`config.mk`:
```
export PLATFORM = sky130hd
export DESIGN_NAME = id_ex_pipe_reg_flat
export DESIGN_NICKNAME = d
export VERILOG_FILES = /design/src/rtl/id_ex_pipe_reg_pkg.sv /design/src/rtl/id_ex_pipe_reg_if.sv /design/src/rtl/id_ex_pipe_reg_stage.sv /design/src/rtl/id_ex_pipe_reg.sv /design/src/flat_wrapper.sv
export SDC_FILE = /design/constraint.sdc
export NUM_CORES = 1
export LEC_CHECK = 0
export CAP_MARGIN = 10
export CORE_AREA = 2 2 129 131
export CTS_BUF_LIST = sky130_fd_sc_hd__clkbuf_2
export CTS_CLUSTER_DIAMETER = 150
export DETAILED_ROUTE_END_ITERATION = 7
export DIE_AREA = 0 0 131 133
export GPL_TIMING_DRIVEN = 0
export PLACE_DENSITY = 0.77
export SYNTH_ARGS = -nofsm -noshare
export SYNTH_HDL_FRONTEND = slang
export SYNTH_SLANG_ARGS = --single-unit
```
`constraint.sdc`:
```
create_clock -name clk -period 1.5 [get_ports clk]
set_clock_uncertainty 0.1 [all_clocks]
set_input_delay 0.375 -clock clk [delete_from_list [all_inputs] [get_ports clk]]
set_output_delay 0.375 -clock clk [all_outputs]
set_load 0.1 [all_outputs]
```
`src/rtl/id_ex_pipe_reg_pkg.sv`:
```
// Shared RV32I pipeline definitions: ALUOp encodings, opcodes and the ID/EX control bundle.
package id_ex_pipe_reg_pkg;

    localparam logic [1:0] ALU_ADD   = 2'b00;
    localparam logic [1:0] ALU_BR    = 2'b01;
    localparam logic [1:0] ALU_FUNCT = 2'b10;

    localparam logic [6:0] OPC_OP     = 7'b0110011;
    localparam logic [6:0] OPC_OP_IMM = 7'b0010011;
    localparam logic [6:0] OPC_LOAD   = 7'b0000011;
    localparam logic [6:0] OPC_STORE  = 7'b0100011;
    localparam logic [6:0] OPC_BRANCH = 7'b1100011;
    localparam logic [6:0] OPC_JAL    = 7'b1101111;

    typedef struct packed {
        logic       valid;
        logic       reg_write;
        logic       mem_read;
        logic       mem_write;
        logic       alu_src;
        logic       branch;
        logic       mem_to_reg;
        logic [1:0] alu_op;
    } id_ex_ctrl_t;

    // A slot without a real instruction must never carry side-effecting control.
    function automatic id_ex_ctrl_t gate_ctrl(input id_ex_ctrl_t c);
        return c.valid ? c : '0;
    endfunction

endpackage

```
`src/rtl/id_ex_pipe_reg_if.sv`:
```
// ID -> EX bundle: id_* driven by decode (master), ex_* driven by the pipeline register (slave).
interface id_ex_pipe_reg_if #(
    parameter int unsigned XLEN   = 32,
    parameter int unsigned REG_AW = 5
);
    logic              id_valid, id_reg_write, id_mem_read, id_mem_write;
    logic              id_alu_src, id_branch, id_mem_to_reg;
    logic [1:0]        id_alu_op;
    logic [XLEN-1:0]   id_pc, id_rs1_data, id_rs2_data, id_imm;
    logic [REG_AW-1:0] id_rs1, id_rs2, id_rd;
    logic [2:0]        id_funct3;
    logic [6:0]        id_funct7;

    logic              ex_valid, ex_reg_write, ex_mem_read, ex_mem_write;
    logic              ex_alu_src, ex_branch, ex_mem_to_reg;
    logic [1:0]        ex_alu_op;
    logic [XLEN-1:0]   ex_pc, ex_rs1_data, ex_rs2_data, ex_imm;
    logic [REG_AW-1:0] ex_rs1, ex_rs2, ex_rd;
    logic [2:0]        ex_funct3;
    logic [6:0]        ex_funct7;

    modport master (
        output id_valid, id_reg_write, id_mem_read, id_mem_write, id_alu_src, id_branch,
               id_mem_to_reg, id_alu_op, id_pc, id_rs1_data, id_rs2_data, id_imm,
               id_rs1, id_rs2, id_rd, id_funct3, id_funct7,
        input  ex_valid, ex_reg_write, ex_mem_read, ex_mem_write, ex_alu_src, ex_branch,
               ex_mem_to_reg, ex_alu_op, ex_pc, ex_rs1_data, ex_rs2_data, ex_imm,
               ex_rs1, ex_rs2, ex_rd, ex_funct3, ex_funct7
    );

    modport slave (
        input  id_valid, id_reg_write, id_mem_read, id_mem_write, id_alu_src, id_branch,
               id_mem_to_reg, id_alu_op, id_pc, id_rs1_data, id_rs2_data, id_imm,
               id_rs1, id_rs2, id_rd, id_funct3, id_funct7,
        output ex_valid, ex_reg_write, ex_mem_read, ex_mem_write, ex_alu_src, ex_branch,
               ex_mem_to_reg, ex_alu_op, ex_pc, ex_rs1_data, ex_rs2_data, ex_imm,
               ex_rs1, ex_rs2, ex_rd, ex_funct3, ex_funct7
    );
endinterface

```
`src/rtl/id_ex_pipe_reg_stage.sv`:
```
// Generic W-bit pipeline register: sync active-low reset > clear > hold > load.
module pipe_stage_reg #(
    parameter int unsigned W = 1
) (
    input  logic         clk,
    input  logic         rst_n,
    input  logic         i_hold,
    input  logic         i_clear,
    input  logic [W-1:0] i_d,
    output logic [W-1:0] o_q
);
    logic [W-1:0] r_q;

    always_ff @(posedge clk) begin
        if (!rst_n) begin
            r_q <= '0;
        end else if (i_clear) begin
            r_q <= '0;
        end else if (!i_hold) begin
            r_q <= i_d;
        end
    end

    assign o_q = r_q;
endmodule

```
`src/rtl/id_ex_pipe_reg.sv`:
```
// ID/EX pipeline register with hold, flush and valid-bit bubble tracking.
// Define IDEX_BUBBLE_CNT_EN to add a saturating bubble_cnt output.
module id_ex_pipe_reg
    import id_ex_pipe_reg_pkg::*;
#(
    parameter int unsigned XLEN   = 32,
    parameter int unsigned REG_AW = 5
) (
    input  logic               clk,
    input  logic               rst_n,
    input  logic               hold,
    input  logic               flush,
`ifdef IDEX_BUBBLE_CNT_EN
    output logic [31:0]        bubble_cnt,
`endif
    id_ex_pipe_reg_if.slave    bus
);
    localparam int unsigned CtrlW = $bits(id_ex_ctrl_t);
    localparam int unsigned DataW = 4 * XLEN + 3 * REG_AW + 3 + 7;

    id_ex_ctrl_t      w_ctrl_raw, w_ctrl_d, w_ctrl_q;
    logic [CtrlW-1:0] w_ctrl_q_bits;
    logic [DataW-1:0] w_data_d, w_data_q;

    assign w_ctrl_raw = '{
        valid:      bus.id_valid,
        reg_write:  bus.id_reg_write,
        mem_read:   bus.id_mem_read,
        mem_write:  bus.id_mem_write,
        alu_src:    bus.id_alu_src,
        branch:     bus.id_branch,
        mem_to_reg: bus.id_mem_to_reg,
        alu_op:     bus.id_alu_op
    };
    assign w_ctrl_d = gate_ctrl(w_ctrl_raw);

    assign w_data_d = {bus.id_pc, bus.id_rs1_data, bus.id_rs2_data, bus.id_imm,
                       bus.id_rs1, bus.id_rs2, bus.id_rd, bus.id_funct3, bus.id_funct7};

    pipe_stage_reg #(.W(CtrlW)) u_ctrl_reg (
        .clk     (clk),
        .rst_n   (rst_n),
        .i_hold  (hold),
        .i_clear (flush),
        .i_d     (w_ctrl_d),
        .o_q     (w_ctrl_q_bits)
    );

    pipe_stage_reg #(.W(DataW)) u_data_reg (
        .clk     (clk),
        .rst_n   (rst_n),
        .i_hold  (hold),
        .i_clear (flush),
        .i_d     (w_data_d),
        .o_q     (w_data_q)
    );

    assign w_ctrl_q          = id_ex_ctrl_t'(w_ctrl_q_bits);
    assign bus.ex_valid      = w_ctrl_q.valid;
    assign bus.ex_reg_write  = w_ctrl_q.reg_write;
    assign bus.ex_mem_read   = w_ctrl_q.mem_read;
    assign bus.ex_mem_write  = w_ctrl_q.mem_write;
    assign bus.ex_alu_src    = w_ctrl_q.alu_src;
    assign bus.ex_branch     = w_ctrl_q.branch;
    assign bus.ex_mem_to_reg = w_ctrl_q.mem_to_reg;
    assign bus.ex_alu_op     = w_ctrl_q.alu_op;

    assign {bus.ex_pc, bus.ex_rs1_data, bus.ex_rs2_data, bus.ex_imm,
            bus.ex_rs1, bus.ex_rs2, bus.ex_rd, bus.ex_funct3, bus.ex_funct7} = w_data_q;

`ifdef IDEX_BUBBLE_CNT_EN
    logic        w_bubble;
    logic [31:0] r_bubble_cnt;

    // Held slots are not new bubbles, even when the held slot is itself invalid.
    assign w_bubble = flush | (~hold & ~bus.id_valid);

    always_ff @(posedge clk) begin
        if (!rst_n) begin
            r_bubble_cnt <= '0;
        end else if (w_bubble && (r_bubble_cnt != 32'hFFFF_FFFF)) begin
            r_bubble_cnt <= r_bubble_cnt + 32'd1;
        end
    end

    assign bubble_cnt = r_bubble_cnt;
`endif
endmodule

```
`src/flat_wrapper.sv`:
```
// flat-port wrapper written by rule: the top's interface ports become plain ports
module id_ex_pipe_reg_flat import id_ex_pipe_reg_pkg::*;
#(
    parameter int unsigned XLEN   = 32,
    parameter int unsigned REG_AW = 5
)
  (clk, rst_n, hold, flush, bus_id_valid, bus_id_reg_write, bus_id_mem_read, bus_id_mem_write, bus_id_alu_src, bus_id_branch, bus_id_mem_to_reg, bus_id_alu_op, bus_id_pc, bus_id_rs1_data, bus_id_rs2_data, bus_id_imm, bus_id_rs1, bus_id_rs2, bus_id_rd, bus_id_funct3, bus_id_funct7, bus_ex_valid, bus_ex_reg_write, bus_ex_mem_read, bus_ex_mem_write, bus_ex_alu_src, bus_ex_branch, bus_ex_mem_to_reg, bus_ex_alu_op, bus_ex_pc, bus_ex_rs1_data, bus_ex_rs2_data, bus_ex_imm, bus_ex_rs1, bus_ex_rs2, bus_ex_rd, bus_ex_funct3, bus_ex_funct7);
  id_ex_pipe_reg_if #(.XLEN(XLEN), .REG_AW(REG_AW)) bus_i ();
  input  logic clk;
  input  logic rst_n;
  input  logic hold;
  input  logic flush;
  input wire logic [$bits(bus_i.id_valid)-1:0] bus_id_valid;
  input wire logic [$bits(bus_i.id_reg_write)-1:0] bus_id_reg_write;
  input wire logic [$bits(bus_i.id_mem_read)-1:0] bus_id_mem_read;
  input wire logic [$bits(bus_i.id_mem_write)-1:0] bus_id_mem_write;
  input wire logic [$bits(bus_i.id_alu_src)-1:0] bus_id_alu_src;
  input wire logic [$bits(bus_i.id_branch)-1:0] bus_id_branch;
  input wire logic [$bits(bus_i.id_mem_to_reg)-1:0] bus_id_mem_to_reg;
  input wire logic [$bits(bus_i.id_alu_op)-1:0] bus_id_alu_op;
  input wire logic [$bits(bus_i.id_pc)-1:0] bus_id_pc;
  input wire logic [$bits(bus_i.id_rs1_data)-1:0] bus_id_rs1_data;
  input wire logic [$bits(bus_i.id_rs2_data)-1:0] bus_id_rs2_data;
  input wire logic [$bits(bus_i.id_imm)-1:0] bus_id_imm;
  input wire logic [$bits(bus_i.id_rs1)-1:0] bus_id_rs1;
  input wire logic [$bits(bus_i.id_rs2)-1:0] bus_id_rs2;
  input wire logic [$bits(bus_i.id_rd)-1:0] bus_id_rd;
  input wire logic [$bits(bus_i.id_funct3)-1:0] bus_id_funct3;
  input wire logic [$bits(bus_i.id_funct7)-1:0] bus_id_funct7;
  output wire logic [$bits(bus_i.ex_valid)-1:0] bus_ex_valid;
  output wire logic [$bits(bus_i.ex_reg_write)-1:0] bus_ex_reg_write;
  output wire logic [$bits(bus_i.ex_mem_read)-1:0] bus_ex_mem_read;
  output wire logic [$bits(bus_i.ex_mem_write)-1:0] bus_ex_mem_write;
  output wire logic [$bits(bus_i.ex_alu_src)-1:0] bus_ex_alu_src;
  output wire logic [$bits(bus_i.ex_branch)-1:0] bus_ex_branch;
  output wire logic [$bits(bus_i.ex_mem_to_reg)-1:0] bus_ex_mem_to_reg;
  output wire logic [$bits(bus_i.ex_alu_op)-1:0] bus_ex_alu_op;
  output wire logic [$bits(bus_i.ex_pc)-1:0] bus_ex_pc;
  output wire logic [$bits(bus_i.ex_rs1_data)-1:0] bus_ex_rs1_data;
  output wire logic [$bits(bus_i.ex_rs2_data)-1:0] bus_ex_rs2_data;
  output wire logic [$bits(bus_i.ex_imm)-1:0] bus_ex_imm;
  output wire logic [$bits(bus_i.ex_rs1)-1:0] bus_ex_rs1;
  output wire logic [$bits(bus_i.ex_rs2)-1:0] bus_ex_rs2;
  output wire logic [$bits(bus_i.ex_rd)-1:0] bus_ex_rd;
  output wire logic [$bits(bus_i.ex_funct3)-1:0] bus_ex_funct3;
  output wire logic [$bits(bus_i.ex_funct7)-1:0] bus_ex_funct7;
  assign bus_i.id_valid = bus_id_valid;
  assign bus_i.id_reg_write = bus_id_reg_write;
  assign bus_i.id_mem_read = bus_id_mem_read;
  assign bus_i.id_mem_write = bus_id_mem_write;
  assign bus_i.id_alu_src = bus_id_alu_src;
  assign bus_i.id_branch = bus_id_branch;
  assign bus_i.id_mem_to_reg = bus_id_mem_to_reg;
  assign bus_i.id_alu_op = bus_id_alu_op;
  assign bus_i.id_pc = bus_id_pc;
  assign bus_i.id_rs1_data = bus_id_rs1_data;
  assign bus_i.id_rs2_data = bus_id_rs2_data;
  assign bus_i.id_imm = bus_id_imm;
  assign bus_i.id_rs1 = bus_id_rs1;
  assign bus_i.id_rs2 = bus_id_rs2;
  assign bus_i.id_rd = bus_id_rd;
  assign bus_i.id_funct3 = bus_id_funct3;
  assign bus_i.id_funct7 = bus_id_funct7;
  assign bus_ex_valid = bus_i.ex_valid;
  assign bus_ex_reg_write = bus_i.ex_reg_write;
  assign bus_ex_mem_read = bus_i.ex_mem_read;
  assign bus_ex_mem_write = bus_i.ex_mem_write;
  assign bus_ex_alu_src = bus_i.ex_alu_src;
  assign bus_ex_branch = bus_i.ex_branch;
  assign bus_ex_mem_to_reg = bus_i.ex_mem_to_reg;
  assign bus_ex_alu_op = bus_i.ex_alu_op;
  assign bus_ex_pc = bus_i.ex_pc;
  assign bus_ex_rs1_data = bus_i.ex_rs1_data;
  assign bus_ex_rs2_data = bus_i.ex_rs2_data;
  assign bus_ex_imm = bus_i.ex_imm;
  assign bus_ex_rs1 = bus_i.ex_rs1;
  assign bus_ex_rs2 = bus_i.ex_rs2;
  assign bus_ex_rd = bus_i.ex_rd;
  assign bus_ex_funct3 = bus_i.ex_funct3;
  assign bus_ex_funct7 = bus_i.ex_funct7;
  id_ex_pipe_reg #(.XLEN(XLEN), .REG_AW(REG_AW)) u_core (.clk(clk), .rst_n(rst_n), .hold(hold), .flush(flush), .bus(bus_i));
endmodule
```
==> flow_summary.yaml <==
synth:
  ys_ff_latch: 162
  netlist_area_mm2: 0.00577
  syn_nets: 699
  synth_seq_area_share: 0.563
  synthCells: 533
  synth_area_per_cell_um2: 10.8
  ys.warnings.count: 0
  synth_cell_types: 12
drt:
  avgViaCountPerCell: 4.61
  vias: 5148
  routed_wl_um: 19900
  drt-initial-drc-count: 171
  drcViolationCount: 0
  final_antenna_net_count: 0
  drtPass1Iterations: 4
  wl_per_cell_um: 17.9
global_route:
  grt_overflow: 0
  antenna_found_initial: 1
  grt_pass1_vias: 5604
  grt_max_degree: 17
  grt_pass1_wl_um: 29900
  track_usage: 0.226
die:
  die_h_um: 133
  start_util: 0.357
  die_w_um: 131
  core_area_mm2: 0.0162
  die-area_mm2: 0.0174
  ios: 328
  rows: 47
timing:
  relSlewSlack: 0.658
  whs_ns: 0.116
  rsz0062_at_grt: "yes"
  setup_viol: 162
  min_period_ns: 1.79
  period_share: 1.20
  setup_slack_ns: -0.295
  hold_viol: 0
  fmax_ghz: 0.557
  finalMaxSlewViolations: 0
  worst_pin_slew_ns: 0.512
clocking:
  clk_pin_slew_ns: 0.24
  clockBufferDepth: 2
  cts_made_buffers: 17
  cts_tree: "yes"
  cts_max_level: 4
  clock_latency_ns: 0.70
  cts.sinks: 162
  cts-root-buf: "clkbuf_2"
setup_path:
  reg2reg_depth: 3
  crit_path_cell_trace: "buf_12"
  max_stage_delay_ns: 0.43
  cp.required_ns: 1.02
  cpLargestDelayFamily: "flip-flops"
  crit_start: "u_core.u_data_reg.o_q[114]$_SDFFE_PP0N_"
  crit_type: "reg2out"
  cpMaxStageDelayCell: "dfxtp_2"
  rr_endpoint: "u_core.u_data_reg.o_q[107]$_SDFFE_PP0N_"
  r2r_start: "u_core.u_data_reg.o_q[107]$_SDFFE_PP0N_"
  regToRegSetupSlack_ns: 0.59
  cp_num_cells: 1
  crit_path_end_kind: "output pin"
  cp_max_fo: 2
  crit_buf_inv: 1
  worst_setup_path_start_kind: "flop"
  arrival_ns: 1.32
  endpoint: "bus_ex_rs1_data[25]"
pwr:
  power.density_mw_per_mm2: 867
  p_leak_nw: 4.83
  p_total_mw: 9.96
  peakVddDrop_mv: 0.613
status:
  status: "complete, but fails checks"
  failed_checks: "negative setup slack"
finish:
  post_route_cells_drive_above_1_share: 0.430
  final_util: 0.710
  n_fill_cell: 1027
  final_common_cell: "clkdlybuf4s50_1"
  final_nets: 1048
  mostFrequentLayoutCells: "clkdlybuf4s50_1, buf_12, mux2i_1, nor2_1, dfxtp_2"
  area_growth_pct: 99.1
placed_design:
  dpl.hpwl_um: 13200
  globalplace.congestion: 0.774
  io_buffers: 325
job:
  cap_violations: 0
hold_path:
  hold_path_class: "in2reg"
cell type report:
cell class,instances,area (µm²),area share
antenna,1,2.50,0.000218
buffer,38,267,0.0232
clock buffer,18,90.1,0.00785
clock inverter,14,189,0.0165
multi-input combinational,333,2260,0.197
sequential,162,3480,0.303
tap,220,275,0.0240
timing repair buffer,330,4920,0.429
state kept, by name, indices dropped and copies added (netlist names):
signal                 cells
u_core.u_ctrl_reg.o_q      9
u_core.u_data_reg.o_q    153
per-stage QoR:
stage	setup TNS, ns	std cells	instance area (µm²)	setup WS (ns)
3_3_place_gp	-145.78	1078	9290	-0.621
5_1_grt	-65.38	1116	11500	-0.443
3_5_place_dp	-146.73	1078	9290	-0.619
4_1_cts	-51.59	1111	11400	-0.352
6_report	-41.51	1116	11500	-0.295
2_1_floorplan	0	533	5770	0.100
logic make-up (layout without fill, tap and decap cells):
| logic type | count (synthesis) | after routing | share of synthesized area |
|---|---|---|---|
| flops | 162 | 162 | 0.562 |
| mux | 154 | 154 | 0.267 |
| other cells | 0 | 1 | 0 |
| simple gates | 171 | 171 | 0.117 |
| compound gates | 8 | 8 | 0.00694 |
| buf+inv | 38 | 400 | 0.0462 |
worst reg2reg max path, cell delays in order, from the launching register on:
cell and delay, ns:
dfxtp_4 0.40, buf_4 0.13, mux2i_1 0.16, nor2_1 0.05
report_power, final:
part	total, mW	internal [mW]	switching [mW]
Sequential	4.61	4.46	0.151
Combinational	2.64	1.16	1.48
Clock	2.71	1.09	1.62
worst min-delay path by stage:
stage,from,end,cells after the start
floorplan,bus_id_funct7[0],u_core.u_data_reg.o_q[0]$_SDFFE_PP0N_,2
global route,bus_id_alu_op[0],u_core.u_ctrl_reg.o_q[0]$_SDFFE_PP0N_,3
global placement,u_core.u_ctrl_reg.o_q[1]$_SDFFE_PP0N_,u_core.u_ctrl_reg.o_q[1]$_SDFFE_PP0N_,2
finish,bus_id_reg_write,u_core.u_ctrl_reg.o_q[7]$_SDFFE_PP0N_,3
detailed placement,u_core.u_ctrl_reg.o_q[7]$_SDFFE_PP0N_,u_core.u_ctrl_reg.o_q[7]$_SDFFE_PP0N_,2
CTS,bus_id_reg_write,u_core.u_ctrl_reg.o_q[7]$_SDFFE_PP0N_,3
timing repair:
action                                 4_1_cts  5_1_grt
buffers inserted                             0        2
endpoints found under the hold margin        9        2
resized for setup                         1627        7
hold buffers                                 1        2
setup endpoints to repair                  162      162
layer usage:
layer / up-vias / global-route usage / share of wire
met5: - / 0 / 0
met4: 0 / 0.0680 / 0.021
met3: 27 / 0.116 / 0.11
met2: 241 / 0.404 / 0.51
met1: 2417 / 0.227 / 0.35
li1: 2463 / - / -
synthesized netlist by cell type:
master,instances,area (µm²)
a21oi_1,8,40.0
buf_2,12,60.1
buf_4,6,45.0
buf_6,10,113
buf_8,1,15.0
clkbuf_1,9,33.8
dfxtp_1,162,3240
mux2i_1,154,1540
nand2_1,8,30.0
nand2b_1,1,6.26
nand3b_1,8,60.1
nor2_1,154,578
(Power assumes the default switching activity.)
